## src/rtl/add_sequencer_pkg.sv

```systemverilog
// Shared constants and state encoding for the chunk-serial add/subtract sequencer.
package add_sequencer_pkg;

  localparam int DEF_WIDTH  = 4;
  localparam int DEF_CHUNKS = 4;

  typedef enum logic [1:0] {
    ST_IDLE = 2'd0,
    ST_RUN  = 2'd1,
    ST_DONE = 2'd2
  } seq_state_t;

  // Counter width: clog2 of the chunk count, never narrower than one bit.
  function automatic int cnt_width(input int chunks);
    return (chunks > 1) ? $clog2(chunks) : 1;
  endfunction

endpackage

```

## src/rtl/adder.sv

```systemverilog
// WIDTH-bit carry-lookahead adder: every carry is formed directly from
// generate/propagate terms rather than rippling from the previous bit.
module adder #(
  parameter int WIDTH = 4
) (
  input  logic [WIDTH-1:0] a,
  input  logic [WIDTH-1:0] b,
  input  logic             cin,
  output logic [WIDTH-1:0] s,
  output logic             cout
);

  logic [WIDTH-1:0] g;
  logic [WIDTH-1:0] p;
  logic [WIDTH:0]   c;
  logic             acc;
  logic             term;

  assign g = a & b;
  assign p = a ^ b;

  // Lookahead carries: c[i+1] = OR_j (g[j] & p[j+1..i]) | (cin & p[0..i]).
  always_comb begin
    c    = '0;
    acc  = 1'b0;
    term = 1'b0;
    c[0] = cin;
    for (int i = 0; i < WIDTH; i++) begin
      acc = cin;
      for (int j = 0; j <= i; j++) acc = acc & p[j];
      for (int j = 0; j <= i; j++) begin
        term = g[j];
        for (int k = j + 1; k <= i; k++) term = term & p[k];
        acc = acc | term;
      end
      c[i+1] = acc;
    end
  end

  assign s    = p ^ c[WIDTH-1:0];
  assign cout = c[WIDTH];

endmodule

```

## src/rtl/add_sequencer.sv

```systemverilog
// Chunk-serial adder/subtractor: one shared WIDTH-bit adder processes one
// chunk per clock, least-significant chunk first.
//
// state | meaning
// IDLE  | waiting for an operation, in_ready=1
// RUN   | adding chunk[cnt] each edge
// DONE  | result held with out_valid=1 until out_ready
module add_sequencer
  import add_sequencer_pkg::*;
#(
  parameter int WIDTH  = DEF_WIDTH,
  parameter int CHUNKS = DEF_CHUNKS
) (
  input  logic                     clk,
  input  logic                     rst_n,
  input  logic                     in_valid,
  output logic                     in_ready,
  input  logic [WIDTH*CHUNKS-1:0]  op_a,
  input  logic [WIDTH*CHUNKS-1:0]  op_b,
  input  logic                     sub,
  output logic                     out_valid,
  input  logic                     out_ready,
  output logic [WIDTH*CHUNKS-1:0]  sum,
  output logic                     cout,
  output logic                     ovf
);

  localparam int N  = WIDTH * CHUNKS;
  localparam int CW = cnt_width(CHUNKS);
  localparam logic [CW-1:0] LAST = CW'(CHUNKS - 1);

  seq_state_t     state_q, state_d;
  logic [N-1:0]   a_q, b_q, sum_q;
  logic           carry_q;
  logic [CW-1:0]  cnt_q;
  logic [WIDTH-1:0] a_chunk, b_chunk, s_chunk;
  logic           c_chunk;
  logic           accept, last_chunk;

  assign accept     = (state_q == ST_IDLE) && in_valid;
  assign last_chunk = (cnt_q == LAST);

  // State register.
  always_ff @(posedge clk or negedge rst_n) begin
    if (!rst_n) state_q <= ST_IDLE;
    else        state_q <= state_d;
  end

  // Next-state and handshake outputs.
  always_comb begin
    state_d   = state_q;
    in_ready  = 1'b0;
    out_valid = 1'b0;
    case (state_q)
      ST_IDLE: begin
        in_ready = 1'b1;
        if (in_valid) state_d = ST_RUN;
      end
      ST_RUN: begin
        if (last_chunk) state_d = ST_DONE;
      end
      ST_DONE: begin
        out_valid = 1'b1;
        if (out_ready) state_d = ST_IDLE;
      end
      default: state_d = ST_IDLE;
    endcase
  end

  // Select the current chunk of each operand.
  always_comb begin
    a_chunk = '0;
    b_chunk = '0;
    for (int i = 0; i < CHUNKS; i++) begin
      if (cnt_q == CW'(i)) begin
        a_chunk = a_q[i*WIDTH +: WIDTH];
        b_chunk = b_q[i*WIDTH +: WIDTH];
      end
    end
  end

  adder #(.WIDTH(WIDTH)) u_adder (
    .a    (a_chunk),
    .b    (b_chunk),
    .cin  (carry_q),
    .s    (s_chunk),
    .cout (c_chunk)
  );

  // Operand capture on accept, then one chunk of sum per RUN edge.
  always_ff @(posedge clk or negedge rst_n) begin
    if (!rst_n) begin
      a_q     <= '0;
      b_q     <= '0;
      sum_q   <= '0;
      carry_q <= 1'b0;
      cnt_q   <= '0;
    end else if (accept) begin
      a_q     <= op_a;
      b_q     <= sub ? ~op_b : op_b;
      sum_q   <= '0;
      carry_q <= sub;
      cnt_q   <= '0;
    end else if (state_q == ST_RUN) begin
      for (int i = 0; i < CHUNKS; i++) begin
        if (cnt_q == CW'(i)) sum_q[i*WIDTH +: WIDTH] <= s_chunk;
      end
      carry_q <= c_chunk;
      cnt_q   <= last_chunk ? '0 : cnt_q + 1'b1;
    end
  end

  assign sum  = sum_q;
  assign cout = carry_q;
  assign ovf  = (a_q[N-1] == b_q[N-1]) && (sum_q[N-1] != a_q[N-1]);

endmodule
```

## config.mk

```make
export PLATFORM = sky130hd
export DESIGN_NAME = add_sequencer
export DESIGN_NICKNAME = d
export VERILOG_FILES = /design/src/rtl/add_sequencer_pkg.sv /design/src/rtl/adder.sv /design/src/rtl/add_sequencer.sv
export SDC_FILE = /design/constraint.sdc
export NUM_CORES = 1
export LEC_CHECK = 0
export CAP_MARGIN = 5
export CELL_PAD_IN_SITES_DETAIL_PLACEMENT = 2
export CELL_PAD_IN_SITES_GLOBAL_PLACEMENT = 2
export CORE_ASPECT_RATIO = 0.7
export CORE_MARGIN = 2
export CORE_UTILIZATION = 34
export DETAILED_ROUTE_END_ITERATION = 7
export HOLD_SLACK_MARGIN = 0.1
export PLACE_DENSITY = 0.93
export SKIP_CTS_REPAIR_TIMING = 1
export SLEW_MARGIN = 5
export SYNTH_ARGS = -nofsm -noshare
export SYNTH_HDL_FRONTEND = slang
export SYNTH_SLANG_ARGS = --single-unit
```

## constraint.sdc

```tcl
create_clock -name clk -period 4 [get_ports clk]
set_input_delay 0.8 -clock clk [delete_from_list [all_inputs] [get_ports clk]]
set_output_delay 0.8 -clock clk [all_outputs]
set_load 0.05 [all_outputs]
```

After elaboration in Yosys (flattened, before gate mapping)

Cells that the tools add are included.

Add/sub/neg operators: 1
Multiply operators: 0
Divide/modulo/power cells: 0
Magnitude comparators: 0
Equality and inequality tests: 10
Shift operators: 0
Mux-type cells: 26
Bitwise logic cells: 24
Reduce and logical (&&, ||, !) cells: 14

Operators by type and width:

| operator                                            | number |
|---|---|
| 2-to-1 mux 16 bit                                   | 3 |
| 2-to-1 mux 4 bit                                    | 12 |
| NOT 16 bit                                          | 1 |
| 2-to-1 mux 2 bit                                    | 6 |
| AND 1 bit                                           | 10 |
| bitwise OR 1 bit                                    | 10 |
| nonzero test 2 bit                                  | 5 |
| AND reduction 2 bit                                 | 4 |
| bitwise XOR 4 bit                                   | 2 |
| equality test 2 bit, second input constant          | 3 |
| inequality test 2 bit, second input constant        | 3 |
| one-hot mux 2 bit (3 select lines)                  | 1 |
| AND 4 bit                                           | 1 |
| equality test 2 x 1 -> 1 bit, second input constant | 2 |
| zero test 2 bit                                     | 2 |
| 2-to-1 mux 1 bit                                    | 4 |
| AND reduction 3 bit                                 | 1 |
| adder 2 x 1 -> 2 bit, second input constant         | 1 |
| logical AND 1 bit                                   | 2 |
| equality test 1 bit                                 | 1 |
| inequality test 1 bit                               | 1 |

Register bits after elaboration: 53
Bits in latches: 0
Bits in writable memories: 0
Memory bits (read-only): 0
Input port bits: 37
Output and inout port bits: 20
Word-level logic and storage cells: 84
Memories kept: 0

Logic depth before layout (Yosys ltp)

Gate-level depths: netlist of the first run.

Depth in word-level cells: 16
Gate-level depth with buffers: 12
Depth with buffers taken out: 10

By module

Synthesis of the first run repeated with hierarchy kept, for this count alone.

Cells, all modules: 268
Area, all modules: 2740.1 um^2

Modules (own cells, without submodules):

| module        | instances | cells each | area an instance (um^2) | seq. area each (um^2) |
|---|---|---|---|---|
| add_sequencer | 1         | 249        | 2581.2                  | 1326.3 |
| adder         | 1         | 19         | 158.9                   | 0.0 |

Worst setup path after synthesis of the first run

OpenSTA, ideal clock, no wires.

Kind: register to register
Start point: reg cnt_q[1]
End point: reg carry_q (netlist: cout)
Setup time: 138 ps
Arrival: 2561 ps
Setup slack: 1301 ps
Stages on the path, launching flop included: 12
Path buffers: 2
Cells stage by stage: dfrtp_1 > inv_1 > ha_1 > clkbuf_1 > clkbuf_1 > o21ai_0 > a22o_1 > ha_1 > ha_1 > o211ai_1 > and2_1 > o221ai_1

Cells in the longest elaborated chain, start to end: 16
Elaborated cells on any way between the ends: 30
Classes of those cells: eq/ne: 3; mux: 10; bitwise: 16; reduce/logical: 1

Ends and longest elaborated chain:

| item                           | line                 | source |
|---|---|---|
| start, declared                | add_sequencer.sv:35  | `logic [CW-1:0] cnt_q;` |
| start signal, assigned         | add_sequencer.sv:109 | `cnt_q <= last_chunk ? '0 : cnt_q + 1'b1;` |
| zero test 2 bit                | add_sequencer.sv:75  | `if (cnt_q == CW'(i)) begin` |
| 2-to-1 mux 4 bit (4 in series) | add_sequencer.sv:75  |  |
| bitwise XOR 4 bit              | adder.sv:20          | `assign p = a ^ b;` |
| AND 1 bit (4 in series)        | adder.sv:30          | `for (int j = 0; j <= i; j++) acc = acc & p[j];` |
| bitwise OR 1 bit (3 in series) | adder.sv:34          | `acc = acc \| term;` |
| bitwise OR 1 bit (*)           | adder.sv:34          |  |
| 2-to-1 mux 1 bit (*)           | add_sequencer.sv:104 | `end else if (state_q == ST_RUN) begin` |
| 2-to-1 mux 1 bit (*)           | add_sequencer.sv:98  | `end else if (accept) begin` |
| end signal, assigned           | add_sequencer.sv:102 | `carry_q <= sub;` |
| end signal, assigned           | add_sequencer.sv:108 | `carry_q <= c_chunk;` |
| end, declared                  | add_sequencer.sv:34  | `logic carry_q;` |

Mark *: on every way between the ends. The rest lies on a longest branch, timed or not. The select of a mux whose other input is x is not followed.
A chain may end at the register's enable or synchronous reset.

Worst setup path in the final report of the first run

Start point: reg cnt_q[0]
End point: reg carry_q (netlist: cout)

Same word-level chain as after synthesis.

==> metrics.yaml, run 1 <==
global_route:
  grt_antenna_before_repair: 0
  grtUsageTotal_pct: 21.8
  grt_pass1_vias: 2688
  grt_max_degree: 32
  grt_pass1_wl_mm: 15.0
  gr-total-overflow: 0
die:
  row_count: 27
  start_util_pct: 35.8
  io_pins: 57
  fp.dieW_um: 114
  dieArea_um2: 9190
  core_um2: 8010
  die_y_um: 80.8
yosys:
  synth_seq_area_share_pct: 46.3
  syn_area_um2: 2870
  synth_cell_type_count: 38
  avgSynthCellArea_um2: 9.27
  synth_fp_nets: 356
  synth_seq_cells: 53
  yosys_warnings: 0
  syn_inst: 309
setup_path:
  start_kind: "flop"
  endpoint_kind: "flop"
  crit_required_ns: 4.14
  cp_max_fo: 18
  worst-setup-path-type: "flop to flop"
  crit_arrival_ns: 3.39
timing:
  tns_ns: 0
  rsz0062_at_grt: "no"
  worstMarginPinSlew_ns: 0.725
  finalMaxSlewViolations: 0
  skew_ns: 0.00634
  report.final.hold_viol_count: 0
  finalSetupViolCount: 0
  finalCritPeriodShare_pct: 81.1
  fmax_ghz: 0.308
  maxSlewHeadroom_pct: 51.6
  worst_hold_slack_ns: 0.492
  min_period_ns: 3.24
  setup_slack_ns: 0.756
placed_design:
  place.gp.congestion: 0.846
  post-place-ws_ns: 0.863
  numPortBuffers: 56
  numPlacedInstances: 449
  hpwl_mm: 6.56
drt:
  drc_errors: 0
  post_drt_wl_per_cell_um: 20.3
  antenna_left: 0
  drt_iter0_markers: 82
  vias_per_cell: 5.33
  dr_total_vias: 2436
  dr.pass1.iters: 4
  finalWirelength_mm: 9.30
cts:
  cts.htree.levels: 2
  cts-root-buf: "clkbuf_16"
  cts_buffers: 5
  clk_latency_ns: 0.30
  cts.sinks: 53
  clk_pin_slew_ns: 0.07
  clockBufferDepth: 2
  cts_tree: "built"
final_layout:
  drive_gt1_share_pct: 8.43
  final-seq-area_um2: 1330
  stdcell_count: 457
  areaGrowthSynthToFinish_pct: 26.1
  num-fill-cells: 856
  fin_nets: 402
  multi_input_area_um2: 1360
  antenna_cells: 0
power:
  vdd_drop_max_mv: 0.425
  seq_power_share_pct: 28.3
  clockPowerShare_pct: 14.6
  power.leakage_nw: 1.58
  power_density_nw_per_um2: 990
  p_int_mw: 1.81
  netSwitchingFraction_pct: 49.4
  switchingPower_mw: 1.77
  combPwrFrac_pct: 57.2
run:
  drv_cap: 0
min_path:
  hold_path.class: "input pin to asynchronous set/reset pin"
outcome:
  status: "completed"
-- metal layers --
layer	vias to the layer above	GRT usage (%)	wire length (um)
li1	1138	-	-
met5	-	0	0
met3	8	3.96	369
met2	56	38.3	4640
met4	0	5.24	92
met1	1234	28.4	4190
-- final cells by class --
cell class	count	area share (%)
multi-input combinational	224	37.6
sequential	53	36.7
clock inverter	2	1.04
timing repair buffer	60	16.2
clock buffer	6	3.84
tap	101	3.50
inverter	11	1.14
-- stage by stage --
| stage | util, % | power, mW | cell area (um^2) |
|---|---|---|---|
| final | 45.1 | 3.58 | 3610 |
| after global routing | 45.1 | 3.82 | 3610 |
| after CTS | 45.1 | 3.59 | 3610 |
| after detailed placement | 42.9 | 3.00 | 3440 |
| after global placement | 42.9 | 2.84 | 3440 |
| after floorplan | - | 2.34 | 2870 |
-- final timing paths --
| kind | startpoint | to | slack, ns | depth (start not counted) |
|---|---|---|---|---|
| max reg2reg | cnt_q[0]$_DFFE_PN0P_ | cout$_DFFE_PN0P_ | 0.76 | 9 |
| max in group asynchronous | rst_n | b_q[4]$_DFFE_PN0P_ | 2.66 | 2 |
| min reg2reg | b_q[3]$_DFFE_PN0P_ | b_q[3]$_DFFE_PN0P_ | 0.50 | 2 |
| min in group clk | b_q[3]$_DFFE_PN0P_ | b_q[3]$_DFFE_PN0P_ | 0.50 | 2 |
| min | rst_n | a_q[4]$_DFFE_PN0P_ | 0.49 | 1 |
| max | cnt_q[0]$_DFFE_PN0P_ | cout$_DFFE_PN0P_ | 0.76 | 9 |
-- synthesized netlist by cell type --
cell type	number	area share, %
nand3_2	3	1.0
inv_1	11	1.4
buf_1	1	0.13
buf_2	10	1.7
a21oi_1	24	4.2
or3b_1	1	0.31
o21bai_1	1	0.26
o221ai_1	1	0.31
o211ai_1	2	0.52
o21a_1	1	0.26
xor2_1	4	1.2
nand2b_1	1	0.22
o21ai_1	3	0.52
and3b_1	4	1.2
mux2i_1	1	0.35
ha_1	9	3.9
nor2b_1	1	0.22
buf_6	5	2.0
or2_2	1	0.22
o41ai_1	1	0.31
nand3b_1	3	0.79
fa_1	1	0.70
a22o_1	10	3.1
clkbuf_1	4	0.52
dfrtp_1	53	46
and3_1	1	0.22
a211oi_1	9	2.4
o31ai_1	2	0.52
and2b_1	1	0.26
o21ai_0	25	4.4
nor2_1	9	1.2
o21ai_2	12	3.7
and2_1	1	0.22
nand2_1	77	10
xnor2_1	13	4.0
nor3b_4	1	0.66
buf_8	1	0.52
or3_1	1	0.22
-- cell usage in the layout, fill, tap and decap left out, types with 3 or more instances in the layout --
cell type,Yosys,final
nor2_1,9,9
a22o_1,10,10
nand3_2,3,3
xor2_1,4,4
a21oi_1,24,24
nand3b_1,3,3
o21ai_0,25,25
dfrtp_1,53,53
a211oi_1,9,9
and3b_1,4,4
nand2_1,77,77
buf_4,0,4
o21ai_2,12,12
ha_1,9,9
clkbuf_16,0,5
inv_1,11,11
o21ai_1,3,3
clkdlybuf4s50_1,0,55
xnor2_1,13,13
-- registers in the layout (all words and copies together), names as in the netlist --
| name | flops |
|---|---|
| b_q | 16 |
| a_q | 16 |
| state_q | 2 |
| cnt_q | 2 |
| sum | 16 |
| cout | 1 |
-- power by group through the flow --
stage | Sequential (mW) | Combinational [mW] | Clock, mW
2_1_floorplan | 1.14 | 1.20 | 0
6_report | 1.01 | 2.05 | 0.522
5_1_grt | 1.04 | 2.23 | 0.555
4_1_cts | 1.01 | 2.05 | 0.532
3_5_place_dp | 1.01 | 2.00 | 0
3_3_place_gp | 0.988 | 1.85 | 0
-- cell families after synthesis --
kind of cell / after synthesis / share of synthesized area (%)
AO/OA/AOI/OAI: 91 / 20.3
XOR/XNOR: 17 / 5.20
adder cells (fa/ha/maj): 10 / 4.63
buffers and inverters: 32 / 6.33
flip-flops: 53 / 46.3
multiplexers: 1 / 0.349
AND/OR/NAND/NOR: 105 / 16.9
-- worst max-delay path, cell delays in order (launching register included) --
cell and delay [ns]:
dfrtp_1 0.44, inv_1 0.11, ha_1 0.57, a21oi_1 0.20, a22o_1 0.29, ha_1 0.32
ha_1 0.22, o211ai_1 0.44, and2_1 0.32, o221ai_1 0.17
(Power assumes the default switching activity.)
==> run 2, diff against run 1 <==
CORE_UTILIZATION = 28   (was 34)
PLACE_DENSITY = 0.83   (was 0.93)
clock period = 2.7 ns   (was 4 ns; I/O delays follow)
==> metrics.yaml, run 2 (synthesized netlist as in run 1, its figures left out) <==
final_layout:
  final_util_pct: 39.6
  final_common_cell: "nand2_1"
  areaGrowthSynthToFinish_pct: 35.9
  final_cell_mix: "nand2_1 (77), clkdlybuf4s50_1 (55), dfrtp_1 (51), o21ai_0 (23)"
  fin_nets: 421
  drive_gt1_share_pct: 16.8
  antenna_cells: 0
  num-fill-cells: 1074
placed_design:
  hpwl_mm: 6.40
  numPortBuffers: 56
  place.gp.congestion: 0.860
setup_path:
  start_kind: "flop"
  timing.rr.end: "cout$_DFFE_PN0P_"
  crit_arrival_ns: 2.83
  crit_required_ns: 2.86
  worstReg2RegStart: "cnt_q[1]$_DFFE_PN0P_"
  cp_max_fo: 9
  r2r_cells: 10
  worst-setup-path-type: "flop to flop"
  endpoint_kind: "flop"
  reg2reg_slack_ns: 0.03
timing:
  finalMaxSlewViolations: 0
  worst_hold_slack_ns: 0.237
  maxSlewHeadroom_pct: 58.5
  finalCritPeriodShare_pct: 98.9
  worstMarginPinSlew_ns: 0.622
  finalSetupViolCount: 0
  report.final.hold_viol_count: 0
  fmax_ghz: 0.375
  skew_ns: 0.0119
  min_period_ns: 2.67
power:
  clockPowerShare_pct: 13.5
  p_int_mw: 3.04
  power_density_nw_per_um2: 1500
  combPwrFrac_pct: 61.1
  finalPower_mw: 5.85
  seq_power_share_pct: 25.3
  netSwitchingFraction_pct: 48.1
  vdd_drop_max_mv: 0.579
  switchingPower_mw: 2.81
  power.leakage_nw: 1.70
cts:
  cts_buffers: 5
  clockBufferDepth: 2
  clk_pin_slew_ns: 0.08
  cts-root-buf: "clkbuf_16"
  clk_latency_ns: 0.31
  cts_tree: "built"
  cts.sinks: 53
  cts.htree.levels: 2
min_path:
  hold_path.class: "input pin to asynchronous set/reset pin"
drt:
  antenna_left: 0
  dr_total_vias: 2515
  drt_iter0_markers: 85
  dr.pass1.iters: 4
  vias_per_cell: 5.00
  drc_errors: 0
  post_drt_wl_per_cell_um: 19.8
  finalWirelength_mm: 9.95
die:
  start_util_pct: 29.1
  io_pins: 57
  die_y_um: 88.6
  core_um2: 9830
  fp.dieW_um: 125
  row_count: 30
  dieArea_um2: 11100
global_route:
  grt_pass1_vias: 2717
  gr-total-overflow: 0
  grtUsageTotal_pct: 16.8
  grt_pass1_wl_mm: 14.2
  grt_antenna_before_repair: 0
  grt_max_degree: 32
run:
  drv_cap: 0
outcome:
  status: "completed"
[run 2: layer usage]
layer	wire [um]	global-route usage, %	share of wire (%)
met5	0	0	0
met4	336	4.44	3.4
met3	374	3.57	3.8
met2	4880	30.0	49
met1	4360	21.1	44
[run 2: metrics by stage]
stage / instances / cell area (um^2) / worst slack [ns] / TNS, ns
after floorplan: 309 / 2870 / 0.000771 / 0
after global placement: 486 / 3570 / 0.0712 / 0
after detailed placement: 486 / 3570 / -0.170 / -0.900
after CTS: 494 / 3750 / -0.255 / -1.91
after global routing: 503 / 3890 / -0.0576 / -0.270
final: 503 / 3890 / 0.0300 / 0
[run 2: critical path: stages (launching register included)]
cell      delay, ns
dfrtp_2        0.44
inv_2          0.10
ha_4           0.21
buf_4          0.16
a21oi_1        0.14
o21ai_0        0.13
a22o_1         0.22
ha_1           0.37
a21oi_2        0.36
and2_4         0.24
o221ai_1       0.16
[run 2: layout make-up]
cell class | instances | area [um^2] | share of cell area (%)
Multi-Input combinational cell | 224 | 1430 | 36.7
Tap cell | 128 | 160 | 4.11
Inverter | 11 | 41.3 | 1.06
Sequential cell | 53 | 1330 | 34.1
Clock inverter | 2 | 41.3 | 1.06
Timing Repair Buffer | 79 | 753 | 19.3
Clock buffer | 6 | 139 | 3.57
[run 2: worst max-delay path by stage]
stage,slack (ns),startpoint,depth (start not counted),to
final,0.03,cnt_q[1]$_DFFE_PN0P_,10,cout$_DFFE_PN0P_
after global routing,-0.06,cnt_q[1]$_DFFE_PN0P_,10,sum[15]$_DFFE_PN0P_
after CTS,-0.25,cnt_q[0]$_DFFE_PN0P_,11,sum[14]$_DFFE_PN0P_
after detailed placement,-0.17,cnt_q[0]$_DFFE_PN0P_,10,sum[14]$_DFFE_PN0P_
after global placement,0.07,cnt_q[0]$_DFFE_PN0P_,10,sum[14]$_DFFE_PN0P_
after floorplan,0.0008,cnt_q[1]$_DFFE_PN0P_,11,cout$_DFFE_PN0P_
[run 2: power by group through the flow]
stage | Sequential [mW] | Clock (mW) | Combinational [mW]
6_report | 1.48 | 0.791 | 3.57
5_1_grt | 1.53 | 0.841 | 3.87
4_1_cts | 1.46 | 0.796 | 3.17
3_5_place_dp | 1.46 | 0 | 3.10
3_3_place_gp | 1.44 | 0 | 2.94
2_1_floorplan | 1.69 | 0 | 1.78
==> run 3, diff against run 2 <==
CORE_UTILIZATION = 31   (was 28)
PLACE_DENSITY = 0.87   (was 0.83)
SLEW_MARGIN = 20   (was 5)
clock period = 2.9 ns   (was 2.7 ns; I/O delays follow)
==> metrics.yaml, run 3 (synthesized netlist as in run 1, its figures left out) <==
die:
  io_pins: 57
  fp.dieW_um: 119
  start_util_pct: 31.7
  core_um2: 9030
  dieArea_um2: 10000
  die_y_um: 84.4
  row_count: 29
global_route:
  grt-busiest-layer: "met2"
  use_met3_pct: 3.87
  grtUsageTotal_pct: 18.9
  grt_max_degree: 54
  gr-total-overflow: 0
  grt_use_met1_pct: 25.3
  grt_antenna_before_repair: 0
  grt_pass1_vias: 2714
  met2_usage_pct: 31.8
  grt_pass1_wl_mm: 14.8
final_layout:
  num-fill-cells: 977
  areaGrowthSynthToFinish_pct: 30.9
  stdcell_count: 490
  final_util_pct: 41.5
  antenna_cells: 0
  fin_nets: 412
  drive_gt1_share_pct: 12.3
  final_cell_mix: "nand2_1 (77), clkdlybuf4s50_1 (55), dfrtp_1 (52), o21ai_0 (25), a21oi_1 (23)"
  final_common_cell: "nand2_1"
  design_area_um2: 3750
placed_design:
  numPlacedInstances: 478
  place_area_um2: 3540
  hpwl_mm: 6.45
  place.gp.congestion: 0.828
  numPortBuffers: 56
cts:
  cts.htree.levels: 2
  clockBufferDepth: 2
  clk_latency_ns: 0.30
  cts_tree: "built"
  cts_buffers: 5
  clk_pin_slew_ns: 0.08
  cts-root-buf: "clkbuf_16"
  cts.sinks: 53
setup_path:
  start_kind: "flop"
  crit_arrival_ns: 3.10
  cp_max_fo: 11
  crit_required_ns: 3.11
  endpoint_kind: "flop"
  worst-setup-path-type: "flop to flop"
power:
  power.leakage_nw: 1.64
  vdd_drop_max_mv: 0.463
  power_density_nw_per_um2: 1360
  finalPower_mw: 5.12
drt:
  drt_iter0_markers: 108
  dr_total_vias: 2455
  antenna_left: 0
  finalWirelength_mm: 9.48
  drc_errors: 0
  vias_per_cell: 5.01
  post_drt_wl_per_cell_um: 19.3
  dr.pass1.iters: 4
timing:
  maxSlewHeadroom_pct: 57.3
  finalCritPeriodShare_pct: 99.7
  finalSetupViolCount: 0
  min_period_ns: 2.89
  finalMaxSlewViolations: 0
  worstMarginPinSlew_ns: 0.640
  skew_ns: 0.0104
  report.final.hold_viol_count: 0
  tns_ns: 0
  fmax_ghz: 0.346
run:
  drv_cap: 0
outcome:
  status: "completed"
min_path:
  hold_path.class: "input pin to asynchronous set/reset pin"
## run 3: worst paths after layout
kind / start / end / slack (ns) / depth (start not counted)
max: cnt_q[1]$_DFFE_PN0P_ / cout$_DFFE_PN0P_ / 0.007 / 10
min: rst_n / a_q[4]$_DFFE_PN0P_ / 0.26 / 2
max reg2reg: cnt_q[1]$_DFFE_PN0P_ / cout$_DFFE_PN0P_ / 0.007 / 10
min reg2reg: b_q[0]$_DFFE_PN0P_ / b_q[0]$_DFFE_PN0P_ / 0.49 / 2
max in group asynchronous: rst_n / cnt_q[0]$_DFFE_PN0P_ / 2.36 / 2
min in group clk: b_q[0]$_DFFE_PN0P_ / b_q[0]$_DFFE_PN0P_ / 0.49 / 2
## run 3: report_power, final
part	switching (mW)	internal, mW
Combinational	1.93	1.11
Sequential	0.277	1.09
Clock	0.296	0.414
Total	2.50	2.61
## run 3: worst max-delay path, stage by stage (launching register included)
cell	delay, ns
dfrtp_1	0.40
inv_1	0.10
ha_2	0.26
buf_4	0.19
a21oi_1	0.21
o21ai_0	0.23
a22o_1	0.24
ha_1	0.39
inv_1	0.17
or3_1	0.38
o221ai_1	0.22
## run 3: routing by layer
metal	up-vias	part of all wire, %	routed length [um]
li1	1159	-	-
met1	1236	46	4390
met2	48	50	4710
met3	12	2.9	276
met4	0	1.1	108
met5	-	0	0
## run 3: final cells by class
cell class                 count  area [um^2]  area share (%)
clock buffer                   5          125            3.34
clock inverter                 3         47.5            1.27
inverter                      11         41.3            1.10
multi-input combinational    224         1370            36.5
sequential                    53         1330            35.4
tap                          124          155            4.14
timing repair buffer          70          686            18.3
## run 3: stage by stage
stage / hold WS [ns] / worst slack [ns]
3_5_place_dp: 0.467 / -0.185
5_1_grt: 0.288 / -0.0495
3_3_place_gp: 0.464 / 0.194
6_report: 0.265 / 0.00730
4_1_cts: 0.283 / -0.339
2_1_floorplan: 0.284 / 0.201
